==> config.mk <==
export PLATFORM = sky130hd
export DESIGN_NAME = dmem_store_responder_flat
export DESIGN_NICKNAME = d
export VERILOG_FILES = /design/src/rtl/dmem_store_if.sv /design/src/rtl/dmem_store_responder.sv /design/src/flat_wrapper.sv
export SDC_FILE = /design/constraint.sdc
export NUM_CORES = 2
export LEC_CHECK = 0
export BUFFER_PORTS_ARGS = -buffer_cell sky130_fd_sc_hd__clkbuf_2
export CORE_MARGIN = 3
export CORE_UTILIZATION = 35
export DETAILED_ROUTE_END_ITERATION = 7
export SLEW_MARGIN = 15
export SYNTH_ARGS = -nofsm -noshare
export SYNTH_HDL_FRONTEND = slang
export SYNTH_MEMORY_MAX_BITS = 65536
export SYNTH_SLANG_ARGS = --single-unit
==> constraint.sdc <==
create_clock -name clk -period 14.8 [get_ports clk]
set_clock_uncertainty 0.1 [all_clocks]
set_input_delay 2.96 -clock clk [delete_from_list [all_inputs] [get_ports clk]]
set_output_delay 2.96 -clock clk [all_outputs]
set_load 0.01 [all_outputs]
==> src/rtl/dmem_store_if.sv <==
// Request/response bundle between the memory-stage controller and the data-memory responder.
// A request moves on a rising edge where req_valid && req_ready; the master holds req_* stable while req_valid waits for req_ready. rsp_valid is a one-cycle pulse with no ready.
interface dmem_store_if #(
  parameter int ADDR_W = 7,
  parameter int DATA_W = 32
);
  logic              req_valid;
  logic              req_ready;
  logic              req_we;
  logic [ADDR_W-1:0] req_addr;
  logic [DATA_W-1:0] req_wdata;
  logic              rsp_valid;
  logic [DATA_W-1:0] rsp_rdata;

  modport master (
    output req_valid, req_we, req_addr, req_wdata,
    input  req_ready, rsp_valid, rsp_rdata
  );

  modport slave (
    input  req_valid, req_we, req_addr, req_wdata,
    output req_ready, rsp_valid, rsp_rdata
  );
endinterface

==> src/rtl/dmem_store_responder.sv <==
// Data-memory responder: posted store buffer draining into a word RAM, loads served by forwarding or RAM.
// Optional macro DMEM_SB_FORWARD_EN: when defined, load hits forward from the buffer; otherwise they wait for the matching entries to drain.
module dmem_store_responder #(
  parameter int ADDR_W   = 7,
  parameter int DATA_W   = 32,
  parameter int SB_DEPTH = 4,
  parameter int READ_LAT = 2
) (
  input  logic                          clk,
  input  logic                          rst_n,
  dmem_store_if.slave                   bus,
  output logic [$clog2(SB_DEPTH+1)-1:0] sb_count,
  output logic                          sb_empty,
  output logic                          dbg_state
);
  localparam int PTR_W = $clog2(SB_DEPTH);
  localparam int CNT_W = $clog2(SB_DEPTH + 1);
  localparam int LAT_W = (READ_LAT > 1) ? $clog2(READ_LAT) : 1;

  typedef enum logic {IDLE = 1'b0, RD_BUSY = 1'b1} state_t;
  state_t state, state_n;

  logic [ADDR_W-1:0] sb_addr [SB_DEPTH];
  logic [DATA_W-1:0] sb_data [SB_DEPTH];
  logic [DATA_W-1:0] ram     [2**ADDR_W];

  logic [PTR_W-1:0]  head, tail, idx;
  logic [CNT_W-1:0]  count;
  logic [LAT_W-1:0]  lat_cnt;
  logic [DATA_W-1:0] ram_q, fwd_data, fwd_q, rsp_rdata_q;
  logic              hit, hit_q, rsp_pend, rsp_valid_q;
  logic              req_ready, st_acc, ld_acc, drain, lat_done;

  // Walk oldest to youngest so the last match seen is the youngest store.
  always_comb begin
    hit      = 1'b0;
    fwd_data = '0;
    idx      = '0;
    for (int k = 0; k < SB_DEPTH; k++) begin
      idx = head + PTR_W'(k);
      if ((CNT_W'(k) < count) && (sb_addr[idx] == bus.req_addr)) begin
        hit = 1'b1;
`ifdef DMEM_SB_FORWARD_EN
        fwd_data = sb_data[idx];
`endif
      end
    end
  end

  assign lat_done = (lat_cnt == '0);

  always_comb begin
    state_n   = state;
    req_ready = 1'b0;
    st_acc    = 1'b0;
    ld_acc    = 1'b0;
    case (state)
      IDLE: begin
        if (bus.req_we) begin
          req_ready = (count != CNT_W'(SB_DEPTH));
        end else begin
`ifdef DMEM_SB_FORWARD_EN
          req_ready = 1'b1;
`else
          req_ready = !hit;
`endif
        end
        st_acc = bus.req_valid && req_ready && bus.req_we;
        ld_acc = bus.req_valid && req_ready && !bus.req_we;
        if (ld_acc && !hit && (READ_LAT > 1)) state_n = RD_BUSY;
      end
      RD_BUSY: begin
        if (lat_done) state_n = IDLE;
      end
      default: state_n = IDLE;
    endcase
  end

  // RAM reads and drains never share an edge, so a miss always sees up-to-date RAM.
  assign drain = (state == IDLE) && !ld_acc && (count != '0);

  assign bus.req_ready = req_ready;
  assign bus.rsp_valid = rsp_valid_q;
  assign bus.rsp_rdata = rsp_rdata_q;
  assign sb_count      = count;
  assign sb_empty      = (count == '0);
  assign dbg_state     = (state == RD_BUSY);

  always_ff @(posedge clk or negedge rst_n) begin
    if (!rst_n) state <= IDLE;
    else        state <= state_n;
  end

  always_ff @(posedge clk or negedge rst_n) begin
    if (!rst_n) begin
      head        <= '0;
      tail        <= '0;
      count       <= '0;
      lat_cnt     <= '0;
      rsp_pend    <= 1'b0;
      hit_q       <= 1'b0;
      fwd_q       <= '0;
      rsp_valid_q <= 1'b0;
      rsp_rdata_q <= '0;
    end else begin
      rsp_valid_q <= 1'b0;
      rsp_pend    <= 1'b0;
      if (st_acc) tail <= tail + PTR_W'(1);
      if (drain)  head <= head + PTR_W'(1);
      if (st_acc && !drain)      count <= count + CNT_W'(1);
      else if (!st_acc && drain) count <= count - CNT_W'(1);
      if (rsp_pend || ((state == RD_BUSY) && lat_done)) begin
        rsp_valid_q <= 1'b1;
        rsp_rdata_q <= hit_q ? fwd_q : ram_q;
      end
      if ((state == RD_BUSY) && !lat_done) lat_cnt <= lat_cnt - LAT_W'(1);
      if (ld_acc) begin
        hit_q <= hit;
        fwd_q <= fwd_data;
        if (hit || (READ_LAT == 1)) rsp_pend <= 1'b1;
        else                        lat_cnt  <= LAT_W'(READ_LAT - 1);
      end
    end
  end

  // Storage arrays carry no reset; only the pointers and count define occupancy.
  always_ff @(posedge clk) begin
    if (st_acc) begin
      sb_addr[tail] <= bus.req_addr;
      sb_data[tail] <= bus.req_wdata;
    end
    if (drain)  ram[sb_addr[head]] <= sb_data[head];
    if (ld_acc) ram_q <= ram[bus.req_addr];
  end
endmodule

==> src/flat_wrapper.sv <==
// flat-port wrapper written by rule: the top's interface ports become plain ports
module dmem_store_responder_flat 
#(
  parameter int ADDR_W   = 7,
  parameter int DATA_W   = 32,
  parameter int SB_DEPTH = 4,
  parameter int READ_LAT = 2
)
  (clk, rst_n, sb_count, sb_empty, dbg_state, bus_req_valid, bus_req_we, bus_req_addr, bus_req_wdata, bus_req_ready, bus_rsp_valid, bus_rsp_rdata);
  dmem_store_if #(.ADDR_W(ADDR_W), .DATA_W(DATA_W)) bus_i ();
  input  logic clk;
  input  logic rst_n;
  output logic [$clog2(SB_DEPTH+1)-1:0] sb_count;
  output logic sb_empty;
  output logic dbg_state;
  input wire logic [$bits(bus_i.req_valid)-1:0] bus_req_valid;
  input wire logic [$bits(bus_i.req_we)-1:0] bus_req_we;
  input wire logic [$bits(bus_i.req_addr)-1:0] bus_req_addr;
  input wire logic [$bits(bus_i.req_wdata)-1:0] bus_req_wdata;
  output wire logic [$bits(bus_i.req_ready)-1:0] bus_req_ready;
  output wire logic [$bits(bus_i.rsp_valid)-1:0] bus_rsp_valid;
  output wire logic [$bits(bus_i.rsp_rdata)-1:0] bus_rsp_rdata;
  assign bus_i.req_valid = bus_req_valid;
  assign bus_i.req_we = bus_req_we;
  assign bus_i.req_addr = bus_req_addr;
  assign bus_i.req_wdata = bus_req_wdata;
  assign bus_req_ready = bus_i.req_ready;
  assign bus_rsp_valid = bus_i.rsp_valid;
  assign bus_rsp_rdata = bus_i.rsp_rdata;
  dmem_store_responder #(.ADDR_W(ADDR_W), .DATA_W(DATA_W), .SB_DEPTH(SB_DEPTH), .READ_LAT(READ_LAT)) u_core (.clk(clk), .rst_n(rst_n), .bus(bus_i), .sb_count(sb_count), .sb_empty(sb_empty), .dbg_state(dbg_state));
endmodule
# Yosys cells after proc, flatten, opt, wreduce, memory -nomap -nowiden
# Memories as Yosys holds them, arrays and structs flattened. A register that Yosys moved wholly into a read port is not among the register bits.
# Index checks and enable logic that the tools add are counted.
# Widths: inputs -> output; s select.
# word_totals
ff_bits	44
mem_bits_rw	4252
input_bits	43
out_inout_bits	39
word_cells	78
n_memories	3
# mem_list
memory	depth	width	rd	rd_clocked_by_memory_dff	wr	line	text
u_core.ram	128	32	1	1	1	dmem_store_responder.sv:25	logic [DATA_W-1:0] ram [2**ADDR_W];
u_core.sb_data	4	32	1	0	1	dmem_store_responder.sv:24	logic [DATA_W-1:0] sb_data [SB_DEPTH];
u_core.sb_addr	4	7	4	0	1	dmem_store_responder.sv:23	logic [ADDR_W-1:0] sb_addr [SB_DEPTH];
# op_classes
n_addsub	7
magnitude_cmp	4
eq_ne	5
muxes	25
bitwise_logic	2
reduce_logical	23
# ops
op	count
$mux 32	1
$eq 7x7->1	4
$mux 1	21
$logic_and 1x1->1	14
$lt 1x3->1 const A	2
$lt 2x3->1 const A	2
$mux 3	2
$logic_not 1->1	5
$add 2x1->2 const B	2
$add 2x2->2 const B	2
$add 3x1->3 const B	1
$logic_not 3->1	1
$ne 3x3->1 const B	1
$reduce_bool 3->1	1
$sub 3x1->3 const B	1
$not 1->1	2
$pmux 1 s2	1
$reduce_bool 2->1	1
$logic_or 1x1->1	1
$sub 1x1->1 const B	1

# Depth between registers and ports, before layout
# An unclocked memory read counts as a cell.
# logic_depth
word_depth	19
ltp_mapped	16
ltp_nobuf	11

# Worst setup path before layout
# Ideal clock, no wire load.
# synth_path
path_kind	in2out
start	input port bus_req_addr[0]
end	output port bus_req_ready
t_arrival_ps	4479
t_required_ps	11740
path_slack_ps	7261
stages	7
n_path_buf	3
cell_sequence	buf_2 > clkbuf_1 > buf_2 > xnor2_1 > o2111ai_1 > a31oi_1 > a311oi_1
# synth_via
elab_chain_cells	10
elab_cells_between_ends	16
classes_between	eq/ne: 4; mux: 7; reduce/logical: 5
# synth_rtl
item	line	text
start, declared	flat_wrapper.sv:18	input wire logic [$bits(bus_i.req_addr)-1:0] bus_req_addr;
$eq 7x7->1	dmem_store_responder.sv:41	if ((CNT_W'(k) < count) && (sb_addr[idx] == bus.req_addr)) begin
$logic_and 1x1->1	dmem_store_responder.sv:41	
$mux 1 (3 in a row)	dmem_store_responder.sv:41	
$mux 1 *	dmem_store_responder.sv:41	
$logic_not 1->1 *	dmem_store_responder.sv:65	req_ready = !hit;
$mux 1 *	dmem_store_responder.sv:59	if (bus.req_we) begin
$mux 1 * (2 in a row)	dmem_store_responder.sv:57	case (state)
end, declared	flat_wrapper.sv:20	output wire logic [$bits(bus_i.req_ready)-1:0] bus_req_ready;
# Mark *: on every way between the ends. The rest lies on a longest branch, timed or not. The select of a mux whose other input is x is not followed.

# Final worst setup path
# layout_path
start	input port bus_req_addr[4]
end	output port bus_req_ready
# The elaborated chain is that of the path after synthesis.

==> metrics.md <==
| Metric | Value |
|---|---|
| Drt first pass iters | 5 |
| # IOs | 82 |
| DRC Markers | 0 |
| P_leak | 58.0 nW |
| Total GRT Usage | 17.7% |
| TNS Setup | 0 ns |
| Share of cells above drive strength 1 | 32.2% |
| CTS tree | done |
| Power Dens Cells | 164 nW/µm² |
| Largest net degree at the start of global routing | 131 |
| Slowest CP cell | a311oi_1 |
| Number of global-route vias before repair | 78100 |
| Resized cells post-CTS | 0 |
| Initial antenna violation count | 21 |
| EDFF count, synth | 4284 |
| DP HPWL | 231000 µm |
| Worst-path maximum fanout | 49 |
| DP Area | 175000 µm² |
| Clock sink count | 4328 |
| Vias | 76800 |
| HP Class | flip-flop to flip-flop |
| RSZ-0062 raised after global routing | no |
| Post-CTS setup repair buffer count | 0 |
| Sequential share of the synthesized area | 78.2% |
| Leading area contributor after synthesis | edfxtp_1 |
| Fin crit share | 65.3% |
| Most common library cell in the layout ignoring fill and taps | edfxtp_1 |
| Initial Util | 35.2% |
| Final Hold Fails | 0 |
| CP Capture Type | output port |
| Clock slew seen by the registers of the worst setup and hold paths | 0.06 ns |
| P&R area growth vs syn | 14.0% |
| Peak VDD IR | 0.000158 V |
| Syn nets | 6838 |
| WS Path Type | input port to output port |
| IO Port Bufs | 81 |
| Number of DRC markers in iteration 0 | 9855 |
| Max-slew headroom at the worst pin | 13.2% |
| Synthesized area | 166000 µm² |
| Root buffer cell | clkbuf_16 |
| Die width | 695 µm |
| Rows | 252 |
| H-tree depth | 5 |
| Buf+Inv Stages, Crit Path | 4 |
| Grt ovf | 0 |
| Finished Cell Area | 189000 µm² |
| Top cells by area, synth | edfxtp_1 78%, mux4_2 18%, mux2i_1 0.77% |
| Post-route ant nets | 0 |
| Hold-fix buffers at CTS | 0 |
| Core footprint | 472000 µm² |
| Share of the synthesized area in the top cell type | 77.5% |
| Post-Route WL | 434000 µm |
| WP data arrival | 6.60 ns |
| Status | finished, final reports clean |
| Nets | 7220 |
| Vias per cell | 5.58 |
| CP startpoint kind | input port |
| Final GP Congestion | 0.826 |
| DP Worst Slack | 5.40 ns |
| Netlist cell types | 52 |
| Critical Path, Cell by Cell | buf_8, buf_4, nor2_1, mux2_2, o21ai_0, a211oi_1, o2111ai_1, a31oi_1, a311oi_1, buf_4, clkbuf_2 |
| Worst Path Required | 11.74 ns |
| Most used cell, CP | buf_4 |
| Min setup slack post-route | 5.14 ns |
| DIE AREA | 482000 µm² |
| Primary FF master, synth | edfxtp_1 |
| Yosys warnings | 0 |
| Commonest cells after routing, fill and taps aside | 4284 x edfxtp_1, 1286 x mux4_2, 438 x clkbuf_16 |
| Cells after Synth | 6786 |
| CTS buffer count | 433 |
| Max Buffers Root-to-Sink | 4 |
| Slew @ Worst Pin | 1.30 ns |
| Final setup viols | 0 |
| Max Freq | 103 MHz |
| Seq cells post-synth | 4328 |
| Global-route wire length before repair | 609000 µm |
| Maxcap violations | 0 |
| Layout Utilization | 40.1% |
| Clock latency on the worst-skew pair | 0.97 ns |
| Pwr Total | 0.0311 W |
| Crit path largest cell delay | 0.93 ns |
| DR WL/cell | 31.5 µm |
| Syn avg cell area | 24.4 µm² |
| Die span in y | 695 µm |
| Post-synth ARST share | 1.02% |
| Final min period | 9.66 ns |
| Max Slew Vio Count | 0 |
| Largest delay share family, worst path | compound AO/OA/AOI/OAI gates |
logic make-up after synthesis:
logic type	count (synthesis)	synth area share, %
multiplexers	1451	18.7
AND/OR/NAND/NOR	437	1.34
XOR/XNOR	32	0.169
adder cells (fa/ha/maj)	9	0.0679
buffers and inverters	394	0.995
other	1	0.00226
flip-flops	4328	78.2
AO/OA/AOI/OAI	134	0.523
cell type report:
| class | instances | area (µm²) |
|---|---|---|
| Antenna cell | 15 | 37.5 |
| Inverter | 11 | 41.3 |
| Tap cell | 6223 | 7790 |
| Multi-Input combinational cell | 2064 | 35400 |
| Clock inverter | 268 | 2400 |
| Fill cell | 41000 | 283000 |
| Timing Repair Buffer | 330 | 2460 |
| Sequential cell | 4328 | 130000 |
| Clock buffer | 525 | 11300 |
sequential cells by signal, summed over array words and instances, names as in the netlist, 2 cells and up:
| register | count |
|---|---|
| u_core.ram | 4096 |
| u_core.sb_data | 128 |
| u_core.bus.rsp_rdata | 32 |
| u_core.ram_q | 32 |
| u_core.sb_addr | 28 |
| u_core.sb_count | 3 |
| u_core.head | 2 |
| u_core.tail | 2 |
cells in the mapped netlist, types with 2 or more instances:
library cell  instances
o2111ai_1             2
nand2b_1             35
mux2i_1             127
and4_1                2
a221oi_1             34
buf_6                12
nor2b_1               4
buf_2                63
a211oi_1              3
mux2_2                5
edfxtp_1           4284
or2_2                 2
buf_1                78
or3_1                 2
inv_1                10
xor2_1               11
o211ai_1              2
nor3_2               36
xnor2_1              21
ha_1                  9
o21a_1                2
dfrtp_1              44
mux4_2             1318
nand3_1               4
nor2_1               28
and2_1                7
o21ai_0              69
clkbuf_1            229
nor3_1               99
a21oi_1               9
nand2_1             182
and3_1               33
worst paths after layout:
check	startpoint	slack, ns	cells after the start	endpoint
setup / recovery	bus_req_addr[4]	5.14	11	bus_req_ready
hold / removal	u_core.bus.rsp_rdata[4]$_DFFE_PN0P_	0.38	2	u_core.bus.rsp_rdata[4]$_DFFE_PN0P_
setup reg to reg	u_core.head[1]$_DFFE_PN0P_	9.17	10	u_core.ram[90][11]$_DFFE_PP_
hold reg to reg	u_core.bus.rsp_rdata[4]$_DFFE_PN0P_	0.38	2	u_core.bus.rsp_rdata[4]$_DFFE_PN0P_
max in group asynchronous	rst_n	11.93	1	u_core.head[0]$_DFFE_PN0P_
min in group asynchronous	rst_n	1.95	1	u_core.bus.rsp_rdata[28]$_DFFE_PN0P_
routing by layer:
metal	track usage [%]	vias to the layer above	part of all wire, %
met1	24.9	42500	40
li1	-	30100	-
met5	0	-	0.012
met4	3.75	8	2.1
met2	28.7	3595	49
met3	3.64	557	9.1
power breakdown:
part	switching, W	leakage [nW]	internal, W
registers	0.000132	39.1	0.0159
clock network	0.00462	6.70	0.00598
logic	0.00364	12.2	0.000865
total	0.00839	58.0	0.0227
tightest hold or removal path, delay by kind of cell, from the launching register on:
family           cells  cell delay [ns]
AND/OR/NAND/NOR      1             0.05
flip-flops           1             0.34
AO/OA/AOI/OAI        1             0.06
metrics by stage:
stage                     hold slack, ns  instances
final                              0.376      13800
after global routing               0.427      13800
after CTS                          0.386      13700
after detailed placement           0.372      13000
after global placement             0.366      13000
after floorplan                    0.382       6786
No activity file was read; power rests on OpenSTA's default activity.
